===== config.mk =====
export PLATFORM = sky130hd
export DESIGN_NAME = clkdiv_ctrl_flat
export DESIGN_NICKNAME = d
export VERILOG_FILES = /design/src/rtl/clkdiv_pkg.sv /design/src/rtl/clkdiv_ctrl_if.sv /design/src/rtl/clkdiv_period_cnt.sv /design/src/rtl/clkdiv_ctrl.sv /design/src/flat_wrapper.sv
export SDC_FILE = /design/constraint.sdc
export NUM_CORES = 1
export LEC_CHECK = 0
export ABC_AREA = 1
export CELL_PAD_IN_SITES_DETAIL_PLACEMENT = 1
export CELL_PAD_IN_SITES_GLOBAL_PLACEMENT = 2
export CORE_AREA = 10 10 137 139
export CTS_CLUSTER_SIZE = 20
export DETAILED_ROUTE_END_ITERATION = 6
export DIE_AREA = 0 0 147 149
export PLACE_DENSITY = 0.89
export SYNTH_ARGS = -nofsm -noshare
export SYNTH_HDL_FRONTEND = slang
export SYNTH_SLANG_ARGS = --single-unit
export TNS_END_PERCENT = 100

===== constraint.sdc =====
create_clock -name clock_in -period 7.6 [get_ports clock_in]
set_clock_uncertainty 0.2 [all_clocks]
set_input_delay 1.9 -clock clock_in [delete_from_list [all_inputs] [get_ports clock_in]]
set_output_delay 1.9 -clock clock_in [all_outputs]
set_load 0.005 [all_outputs]

===== src/rtl/clkdiv_pkg.sv =====
// Shared types and constants for the clock-divide controller.
//   state_e     : controller state (idle, running, stopping at end of period)
//   DIV_W_DEF   : default divisor/counter width
//   MIN_DIVISOR : smallest divisor that yields a valid two-phase waveform
package clkdiv_pkg;

    localparam int unsigned DIV_W_DEF   = 28;
    localparam int unsigned MIN_DIVISOR = 2;

    typedef enum logic [1:0] {
        StIdle,
        StRun,
        StStopping
    } state_e;

endpackage


===== src/rtl/clkdiv_ctrl_if.sv =====
// Divisor configuration channel (valid/ready) plus the error pulse back to the master.
//   cfg_valid   : master offers cfg_divisor
//   cfg_divisor : offered period length in input-clock cycles
//   cfg_ready   : controller can accept a divisor
//   cfg_err     : one-cycle pulse after an accepted divisor below the minimum
interface clkdiv_ctrl_if
    import clkdiv_pkg::*;
#(
    parameter int unsigned DIV_W = DIV_W_DEF
) ();

    logic             cfg_valid;
    logic [DIV_W-1:0] cfg_divisor;
    logic             cfg_ready;
    logic             cfg_err;

    modport master (
        output cfg_valid,
        output cfg_divisor,
        input  cfg_ready,
        input  cfg_err
    );

    modport slave (
        input  cfg_valid,
        input  cfg_divisor,
        output cfg_ready,
        output cfg_err
    );

endinterface


===== src/rtl/clkdiv_period_cnt.sv =====
// Period counter and waveform compare for the clock divider.
//   clock_in, reset : clock and asynchronous active-high reset
//   enable_i        : counting in the current cycle (controller not idle)
//   active_div_i    : divisor governing the current period
//   next_en_i       : controller will be counting next cycle
//   next_div_i      : divisor in force next cycle
//   wrap_o          : current cycle is the last of the period
//   clock_out_o     : registered divided clock
//   tick_o          : registered pulse in the first high cycle
module clkdiv_period_cnt
    import clkdiv_pkg::*;
#(
    parameter int unsigned DIV_W = DIV_W_DEF
) (
    input  logic             clock_in,
    input  logic             reset,
    input  logic             enable_i,
    input  logic [DIV_W-1:0] active_div_i,
    input  logic             next_en_i,
    input  logic [DIV_W-1:0] next_div_i,
    output logic             wrap_o,
    output logic             clock_out_o,
    output logic             tick_o
);

    logic [DIV_W-1:0] cnt_q, cnt_d;
    logic [DIV_W-1:0] half;
    logic             wrap;
    logic             clock_out_q, clock_out_d;
    logic             tick_q, tick_d;

    always_comb begin
        // Compare against div - 1 so an all-ones divisor cannot overflow the counter.
        wrap  = enable_i && (cnt_q == (active_div_i - DIV_W'(1)));
        cnt_d = '0;
        if (enable_i && !wrap) begin
            cnt_d = cnt_q + DIV_W'(1);
        end
        // Outputs are computed from next-cycle values so they line up with the counter.
        half        = next_div_i >> 1;
        clock_out_d = next_en_i && (cnt_d >= half);
        tick_d      = next_en_i && (cnt_d == half);
    end

    always_ff @(posedge clock_in or posedge reset) begin
        if (reset) begin
            cnt_q       <= '0;
            clock_out_q <= 1'b0;
            tick_q      <= 1'b0;
        end else begin
            cnt_q       <= cnt_d;
            clock_out_q <= clock_out_d;
            tick_q      <= tick_d;
        end
    end

    assign wrap_o      = wrap;
    assign clock_out_o = clock_out_q;
    assign tick_o      = tick_q;

endmodule


===== src/rtl/clkdiv_ctrl.sv =====
// Run/stop and divisor-configuration controller for the clock divider.
//   clock_in, reset : clock and asynchronous active-high reset
//   run             : level request; 0 stops at the end of the current period
//   cfg             : divisor valid/ready channel (slave side) with error pulse
//   clock_out, tick : registered divided clock and first-high-cycle pulse
//   busy            : running or stopping
//   period_cnt      : saturating count of completed periods, only when
//                     CLKDIV_CTRL_STATUS_EN is defined
// New divisors sit in a one-entry pending register and take effect only at a
// period boundary (or immediately while idle) so no half-period is distorted.
module clkdiv_ctrl
    import clkdiv_pkg::*;
#(
    parameter int unsigned      DIV_W           = DIV_W_DEF,
    parameter logic [DIV_W-1:0] DEFAULT_DIVISOR = DIV_W'(2)
) (
    input  logic         clock_in,
    input  logic         reset,
    input  logic         run,
    clkdiv_ctrl_if.slave cfg,
    output logic         clock_out,
    output logic         tick,
    output logic         busy
`ifdef CLKDIV_CTRL_STATUS_EN
    ,
    output logic [15:0]  period_cnt
`endif
);

    state_e           state_q, state_d;
    logic [DIV_W-1:0] active_div_q, active_div_d;
    logic [DIV_W-1:0] pend_div_q, pend_div_d;
    logic             pend_valid_q, pend_valid_d;
    logic             cfg_err_q, cfg_err_d;
    logic             wrap;
    logic             xfer;
    logic             apply;

    always_comb begin
        state_d      = state_q;
        active_div_d = active_div_q;
        pend_div_d   = pend_div_q;
        pend_valid_d = pend_valid_q;
        cfg_err_d    = 1'b0;

        xfer  = cfg.cfg_valid && !pend_valid_q;
        apply = pend_valid_q && ((state_q == StIdle) || wrap);

        if (apply) begin
            active_div_d = pend_div_q;
            pend_valid_d = 1'b0;
        end
        // xfer and apply are exclusive: accepting requires the pending slot to be empty.
        if (xfer) begin
            if (cfg.cfg_divisor < DIV_W'(MIN_DIVISOR)) begin
                cfg_err_d = 1'b1;
            end else begin
                pend_valid_d = 1'b1;
                pend_div_d   = cfg.cfg_divisor;
            end
        end

        case (state_q)
            StIdle: begin
                if (run) state_d = StRun;
            end
            StRun: begin
                if (!run) state_d = StStopping;
            end
            StStopping: begin
                // A renewed request keeps the waveform going without a gap.
                if (run) begin
                    state_d = StRun;
                end else if (wrap) begin
                    state_d = StIdle;
                end
            end
            default: state_d = StIdle;
        endcase
    end

    always_ff @(posedge clock_in or posedge reset) begin
        if (reset) begin
            state_q      <= StIdle;
            active_div_q <= DEFAULT_DIVISOR;
            pend_div_q   <= '0;
            pend_valid_q <= 1'b0;
            cfg_err_q    <= 1'b0;
        end else begin
            state_q      <= state_d;
            active_div_q <= active_div_d;
            pend_div_q   <= pend_div_d;
            pend_valid_q <= pend_valid_d;
            cfg_err_q    <= cfg_err_d;
        end
    end

    clkdiv_period_cnt #(
        .DIV_W(DIV_W)
    ) u_period_cnt (
        .clock_in    (clock_in),
        .reset       (reset),
        .enable_i    (state_q != StIdle),
        .active_div_i(active_div_q),
        .next_en_i   (state_d != StIdle),
        .next_div_i  (active_div_d),
        .wrap_o      (wrap),
        .clock_out_o (clock_out),
        .tick_o      (tick)
    );

    assign cfg.cfg_ready = !pend_valid_q;
    assign cfg.cfg_err   = cfg_err_q;
    assign busy          = (state_q != StIdle);

`ifdef CLKDIV_CTRL_STATUS_EN
    logic [15:0] period_cnt_q, period_cnt_d;

    always_comb begin
        period_cnt_d = period_cnt_q;
        if (wrap && (period_cnt_q != 16'hFFFF)) begin
            period_cnt_d = period_cnt_q + 16'd1;
        end
    end

    always_ff @(posedge clock_in or posedge reset) begin
        if (reset) begin
            period_cnt_q <= '0;
        end else begin
            period_cnt_q <= period_cnt_d;
        end
    end

    assign period_cnt = period_cnt_q;
`endif

endmodule


===== src/flat_wrapper.sv =====
// flat-port wrapper written by rule: the top's interface ports become plain ports
module clkdiv_ctrl_flat import clkdiv_pkg::*;
#(
    parameter int unsigned      DIV_W           = DIV_W_DEF,
    parameter logic [DIV_W-1:0] DEFAULT_DIVISOR = DIV_W'(2)
)
  (clock_in, reset, run, clock_out, tick, busy, cfg_cfg_valid, cfg_cfg_divisor, cfg_cfg_ready, cfg_cfg_err);
  clkdiv_ctrl_if #(.DIV_W(DIV_W)) cfg_i ();
  input  logic clock_in;
  input  logic reset;
  input  logic run;
  output logic clock_out;
  output logic tick;
  output logic busy;
  input wire logic [$bits(cfg_i.cfg_valid)-1:0] cfg_cfg_valid;
  input wire logic [$bits(cfg_i.cfg_divisor)-1:0] cfg_cfg_divisor;
  output wire logic [$bits(cfg_i.cfg_ready)-1:0] cfg_cfg_ready;
  output wire logic [$bits(cfg_i.cfg_err)-1:0] cfg_cfg_err;
  assign cfg_i.cfg_valid = cfg_cfg_valid;
  assign cfg_i.cfg_divisor = cfg_cfg_divisor;
  assign cfg_cfg_ready = cfg_i.cfg_ready;
  assign cfg_cfg_err = cfg_i.cfg_err;
  clkdiv_ctrl #(.DIV_W(DIV_W), .DEFAULT_DIVISOR(DEFAULT_DIVISOR)) u_core (.clock_in(clock_in), .reset(reset), .run(run), .cfg(cfg_i), .clock_out(clock_out), .tick(tick), .busy(busy));
endmodule

; Word-level counts from Yosys, hierarchy flattened
; Index checks and enable logic that the tools add are counted.
[word_totals]
register_bits = 90
input_bits = 32
out_inout_bits = 5
word_cells = 43
[classes]
n_addsub = 2
order_cmp = 2
n_eq_ne = 4
mux = 12
n_bitwise = 1
reduce_logical = 13
[op_table]
columns = op, count
row1 = 28-bit two-way mux, 2
row2 = "28-bit by 1-bit adder with 28-bit output, second input constant", 1
row3 = 28-bit by 27-bit == test with 1-bit output, 1
row4 = 28-bit == test, 1
row5 = 28-bit by 27-bit greater-or-equal comparator with 1-bit output, 1
row6 = "28-bit by 2-bit less-than comparator with 1-bit output, second input constant", 1
row7 = "28-bit by 1-bit subtractor with 28-bit output, second input constant", 1
row8 = 2-bit two-way mux, 4
row9 = 1-bit logical AND, 6
row10 = 2-bit case mux with 3 select lines, 1
row11 = 1-bit two-way mux, 5
row12 = 2-bit nonzero test, 2
row13 = "2-bit by 1-bit == test with 1-bit output, second input constant", 1
row14 = "2-bit == test, second input constant", 1
row15 = 1-bit logical NOT, 2
row16 = 2-bit logical NOT, 1
row17 = 2-bit AND reduction, 1
row18 = 1-bit logical OR, 1
row19 = 1-bit NOT, 1

; Depth between registers and ports, before layout
[logic_depth]
ltp_word = 8
ltp_mapped = 30
ltp_nobuf = 28

; By module
; From an unflattened synthesis, not the netlist that was laid out.
[hier_totals]
hier_cells = 848
hier_area_um2 = 6060.8
[by_module_without_submodules]
columns = mod, n_inst, cells_each, area_per_inst_um2, seq_area_each_um2
row1 = clkdiv_period_cnt, 1, 539, 3493.4, 750.7
row2 = clkdiv_ctrl, 1, 309, 2567.5, 1502.7

; Least setup slack after synthesis
; Ideal clock, no wire load.
[synth_path]
path_type = input to register
from = input cfg_cfg_divisor[27]
to = register u_core.pend_div_q[0]
setup_time_ns = 0.125
t_arrival_ns = 3.365
required_ns = 7.275
setup_slack_ns = 3.910
cell_stages = 7
path_buffers = 1
path_cell_list = inv_1 > nand4_1 > nor4_1 > nand4_1 > nand3_1 > clkbuf_1 > mux2_2
[synth_via]
elab_chain_cells = 3
[synth_lines]
columns = item, line_no
row1 = start: declaration, flat_wrapper.sv:16  ; input wire logic [$bits(cfg_i.cfg_divisor)-1:0] cfg_cfg_divisor;
row2 = 28-bit by 2-bit less-than comparator with 1-bit output, clkdiv_ctrl.sv:55  ; if (cfg.cfg_divisor < DIV_W'(MIN_DIVISOR)) begin
row3 = 1-bit NOT (no source line), n/a
row4 = 2-bit AND reduction (no source line), n/a
row5 = end signal: assignment, clkdiv_ctrl.sv:92  ; pend_div_q <= pend_div_d;
row6 = end: declaration, clkdiv_ctrl.sv:32  ; logic [DIV_W-1:0] pend_div_q, pend_div_d;
; No other way between the ends.
; A chain may end at the register's enable or synchronous reset.

; Final worst setup path
[layout_path]
from = register u_core.active_div_q[2]
to = register u_core.u_period_cnt.clock_out_q (netlist: u_core.u_period_cnt.clock_out_o)
[layout_via]
elab_chain_cells = 8
word_cells_on_any_way = 15
cone_classes = add/sub: 1 / order compare: 1 / eq/ne: 1 / mux: 5 / reduce/logical: 7
[layout_lines]
columns = item, line_no
row1 = start: declaration, clkdiv_ctrl.sv:31  ; logic [DIV_W-1:0] active_div_q, active_div_d;
row2 = start signal: assignment, clkdiv_ctrl.sv:91  ; active_div_q <= active_div_d;
row3 = 28-bit by 1-bit subtractor with 28-bit output, clkdiv_period_cnt.sv:34  ; wrap = enable_i && (cnt_q == (active_div_i - DIV_W'(1)));
row4 = 28-bit == test, clkdiv_period_cnt.sv:34
row5 = 1-bit logical AND, clkdiv_period_cnt.sv:34
row6 = 1-bit logical NOT (tied with other cells), clkdiv_period_cnt.sv:36  ; if (enable_i && !wrap) begin
row7 = 1-bit logical AND (tied with other cells), clkdiv_period_cnt.sv:36
row8 = 28-bit two-way mux (tied with other cells), clkdiv_period_cnt.sv:36
row9 = 28-bit by 27-bit greater-or-equal comparator with 1-bit output or 2-bit nonzero test (tied branches), "clkdiv_period_cnt.sv:41, clkdiv_ctrl.sv:105"
row10 = 1-bit logical AND (*), clkdiv_period_cnt.sv:41  ; clock_out_d = next_en_i && (cnt_d >= half);
row11 = named net u_core.u_period_cnt.clock_out_d, clkdiv_period_cnt.sv:29  ; logic clock_out_q, clock_out_d;
row12 = end signal: assignment, clkdiv_period_cnt.sv:52  ; clock_out_q <= clock_out_d;
row13 = end: declaration, clkdiv_period_cnt.sv:29
; Mark *: on every way through the listed nets, which the timed path passes. The rest lies on a longest branch.

==> impl_metrics.csv <==
group,metric,value,unit
run_status,status,"completed",
cts,cts_max_level,3,
placement,dp_hpwl,14110,um
sta,fmax,201.5,MHz
sta,rsz0062_at_grt,"no",
sta,fin_crit,4.962,ns
synthesis,synth-main-ff-cell,"dfrtp_1",
synthesis,netlist_area,0.005959,sq mm
sta,tightest_slew,0.7888,ns
sta,finalMaxSlewViolations,0,
placement,io_buffer_count,36,
floorplanning,die-area,0.02190,sq mm
sta,finalSetupViolCount,0,
synthesis,yosysTopAreaCell,"dfrtp_1",
grt,track_usage,16.05,%
run,drv_cap,0,
power,p_per_area,298.6,mW/mm^2
route,routed_wl,17170,um
worst_setup_path,worstPathRequired,7.68,ns
sta,max-slew-margin-rel,47.41,%
min_path,whs_endpoint,"u_core.pend_div_q[22]",
layout,regArea,0.002253,sq mm
synthesis,synth.avg_cell_area,7.601,sq um
worst_setup_path,critPathLaunchType,"flip-flop",
synthesis,yosysMostFrequentCell,"nand2_1",
worst_setup_path,rrSetupSlack,2.64,ns
cts,cts_tree,"built",
grt,grt_pass1_wl,28390,um
grt,grt_max_degree,61,
cts,ctsResizeCount,0,
min_path,hp-class,"flip-flop to flip-flop",
worst_setup_path,crit_fanout,44,
min_path,min-delay-start,"u_core.pend_div_q[22]",
worst_setup_path,crit_arrival,5.05,ns
route,wl_met3,442,um
grt,grt_pass1_vias,5580,
layout,syn_to_final_growth,14.91,%
synthesis,synth_top_area_share,37.37,%
power,p_leak,3.302,nW
grt,overflow,0,
route,wl_per_cell,16.43,um
sta,hold_viol_final,0,
synthesis,syn-num-nets,845,
route,met1Wirelength,8154,um
route,route.met2.wl,8355,um
route,vias,5153,
layout,diodes,0,
route,dr.first_iter.drc_count,248,
cts,clock-sinks,90,
sta,hold_slack,0.2944,ns
worst_setup_path,r2r_end,"u_core.u_period_cnt.clock_out_o",
cts,postCtsHoldBufs,0,
floorplanning,initial_utilization,36.85,%
synthesis,synth-edff-count,0,
route,via_per_inst,4.931,
floorplanning,die_h,149,um
layout,layout-drive-gt1-share,13.58,%
route,drt_first_pass_iters,4,
cts,clock_latency,0.35,ns
floorplanning,num_rows,47,
synthesis,synthArstFlopShare,100.0,%
synthesis,synth_common_cells,"nand2_1 (176), inv_1 (101), nor2_1 (90)",
synthesis,synthCells,784,
cts,numCtsBuffers,9,
min_path,whs_path_depth,2,
floorplanning,ios,37,
placement,routabilityCongestion,0.8790,
cts,post_cts_buffers,0,
synthesis,ys_ff_latch,90,
layout,multiInputGateArea,0.003110,sq mm
worst_setup_path,reg2reg_depth,19,
worst_setup_path,r2r_start,"u_core.active_div_q[2]",
route,postRouteAntennaNets,0,
route,highest_layer,"met4",
worst_setup_path,path_class,"flip-flop to flip-flop",
synthesis,synth_cell_types,42,
layout,nFillCells,2000,
sta,finalSetupTns,0,ns
cts,cts.reportedPaths.clkPinSlew,0.07,ns
synthesis,ys_seq_area_share,37.81,%
floorplanning,die_w,147,um
cts,cts_root_buf,"clkbuf_16",
cts,clock_path_buffers,2,
layout,nNetsFinal,881,
sta,timing.final.crit_share,65.29,%
synthesis,synthTopCellsByArea,"dfrtp_1 (37%), nand2_1 (11%), inv_1 (6.4%)",
power,ir_drop,0.0001549,V
floorplanning,coreArea,0.01617,sq mm
synthesis,yosysWarnings,0,
grt,grt_antenna_before_repair,0,
route,drc_errors,0,
worst_setup_path,worst_setup_path_end_kind,"flip-flop",
-- worst max path at each step --
stage | from | end | slack [ns] | cells after the start
6_report | u_core.active_div_q[2] | u_core.u_period_cnt.clock_out_o | 2.64 | 19
3_5_place_dp | u_core.active_div_q[2] | u_core.u_period_cnt.clock_out_o | 2.59 | 19
4_1_cts | u_core.active_div_q[2] | u_core.u_period_cnt.clock_out_o | 2.57 | 19
2_1_floorplan | reset | u_core.active_div_q[0] | 3.17 | 1
3_3_place_gp | u_core.active_div_q[2] | u_core.u_period_cnt.clock_out_o | 2.78 | 19
5_1_grt | u_core.active_div_q[2] | u_core.u_period_cnt.clock_out_o | 2.28 | 19
-- metal layers --
metal	vias up	global-route usage [%]
li1	2574	-
met1	2504	20.79
met2	61	27.24
met3	14	2.488
met4	0	4.460
met5	-	0
-- cells by family after synthesis --
| logic type | after synthesis | synth area share, % |
|---|---|---|
| AND/OR/NAND/NOR | 389 | 29.54 |
| AO/OA/AOI/OAI | 81 | 8.902 |
| multiplexers | 11 | 2.079 |
| buffers and inverters | 146 | 9.994 |
| XOR/XNOR | 38 | 5.585 |
| flip-flops | 90 | 37.81 |
| adder cells (fa/ha/maj) | 29 | 6.089 |
-- critical path, stage by stage (launching register included) --
cell and delay [ns]:
dfrtp_1 0.45, nor2_2 0.20, nand2_2 0.14, nor2_4 0.30, nand2_1 0.17, nor2_1 0.16
xor2_1 0.28, nand2_1 0.09, nor2_1 0.13, nand3_2 0.13, nand2_4 0.27, nand2_2 0.27
buf_4 0.39, nand2_1 0.14, o21ai_2 0.08, ha_1 0.34, nand4_1 0.16, nor4b_1 0.66
nand3_1 0.18, nand2_1 0.11
-- where the power goes --
group	internal [mW]	leakage, nW	switching, mW
clock	0.300	0.160	0.193
sequential	0.609	1.12	0.160
combinational	0.287	2.02	0.496
-- cells in the final DEF, fill, tap and decap left out, types with 23 or more instances in the layout --
master	instances
nand4_1	23
o21ai_0	24
nand3_1	43
inv_1	100
xor2_1	23
dfrtp_1	89
inv_2	30
nor2_1	90
o21ai_2	26
clkdlybuf4s50_1	36
nand2_1	176
ha_1	29
-- cell type report --
type                    count  area share, %
multi-input cells         548          45.42
flip-flops and latches     90          32.91
inverters                 132          7.254
repair buffers             39          5.591
well taps                 220          4.020
clock buffers              11          3.545
clock inverters             5          1.261
-- stage by stage --
stage,cells,power [mW],cell area (sq um),util [%],setup slack [ns]
floorplan,784,1.315,5959,-,3.166
global placement,1029,1.513,6519,40.31,2.777
detailed placement,1029,1.564,6519,40.31,2.592
CTS,1045,2.066,6848,42.34,2.571
global route,1045,2.211,6848,42.34,2.277
finish,1045,2.045,6848,42.34,2.638
-- sequential cells by signal, summed over array words and instances (netlist names) --
signal	flops
u_core.active_div_q	28
u_core.cfg.cfg_err	1
u_core.pend_div_q	28
u_core.pend_valid_q	1
u_core.state_q	2
u_core.u_period_cnt.clock_out_o	1
u_core.u_period_cnt.cnt_q	28
u_core.u_period_cnt.tick_o	1
Note: power is estimated with default switching activity, not from simulation.
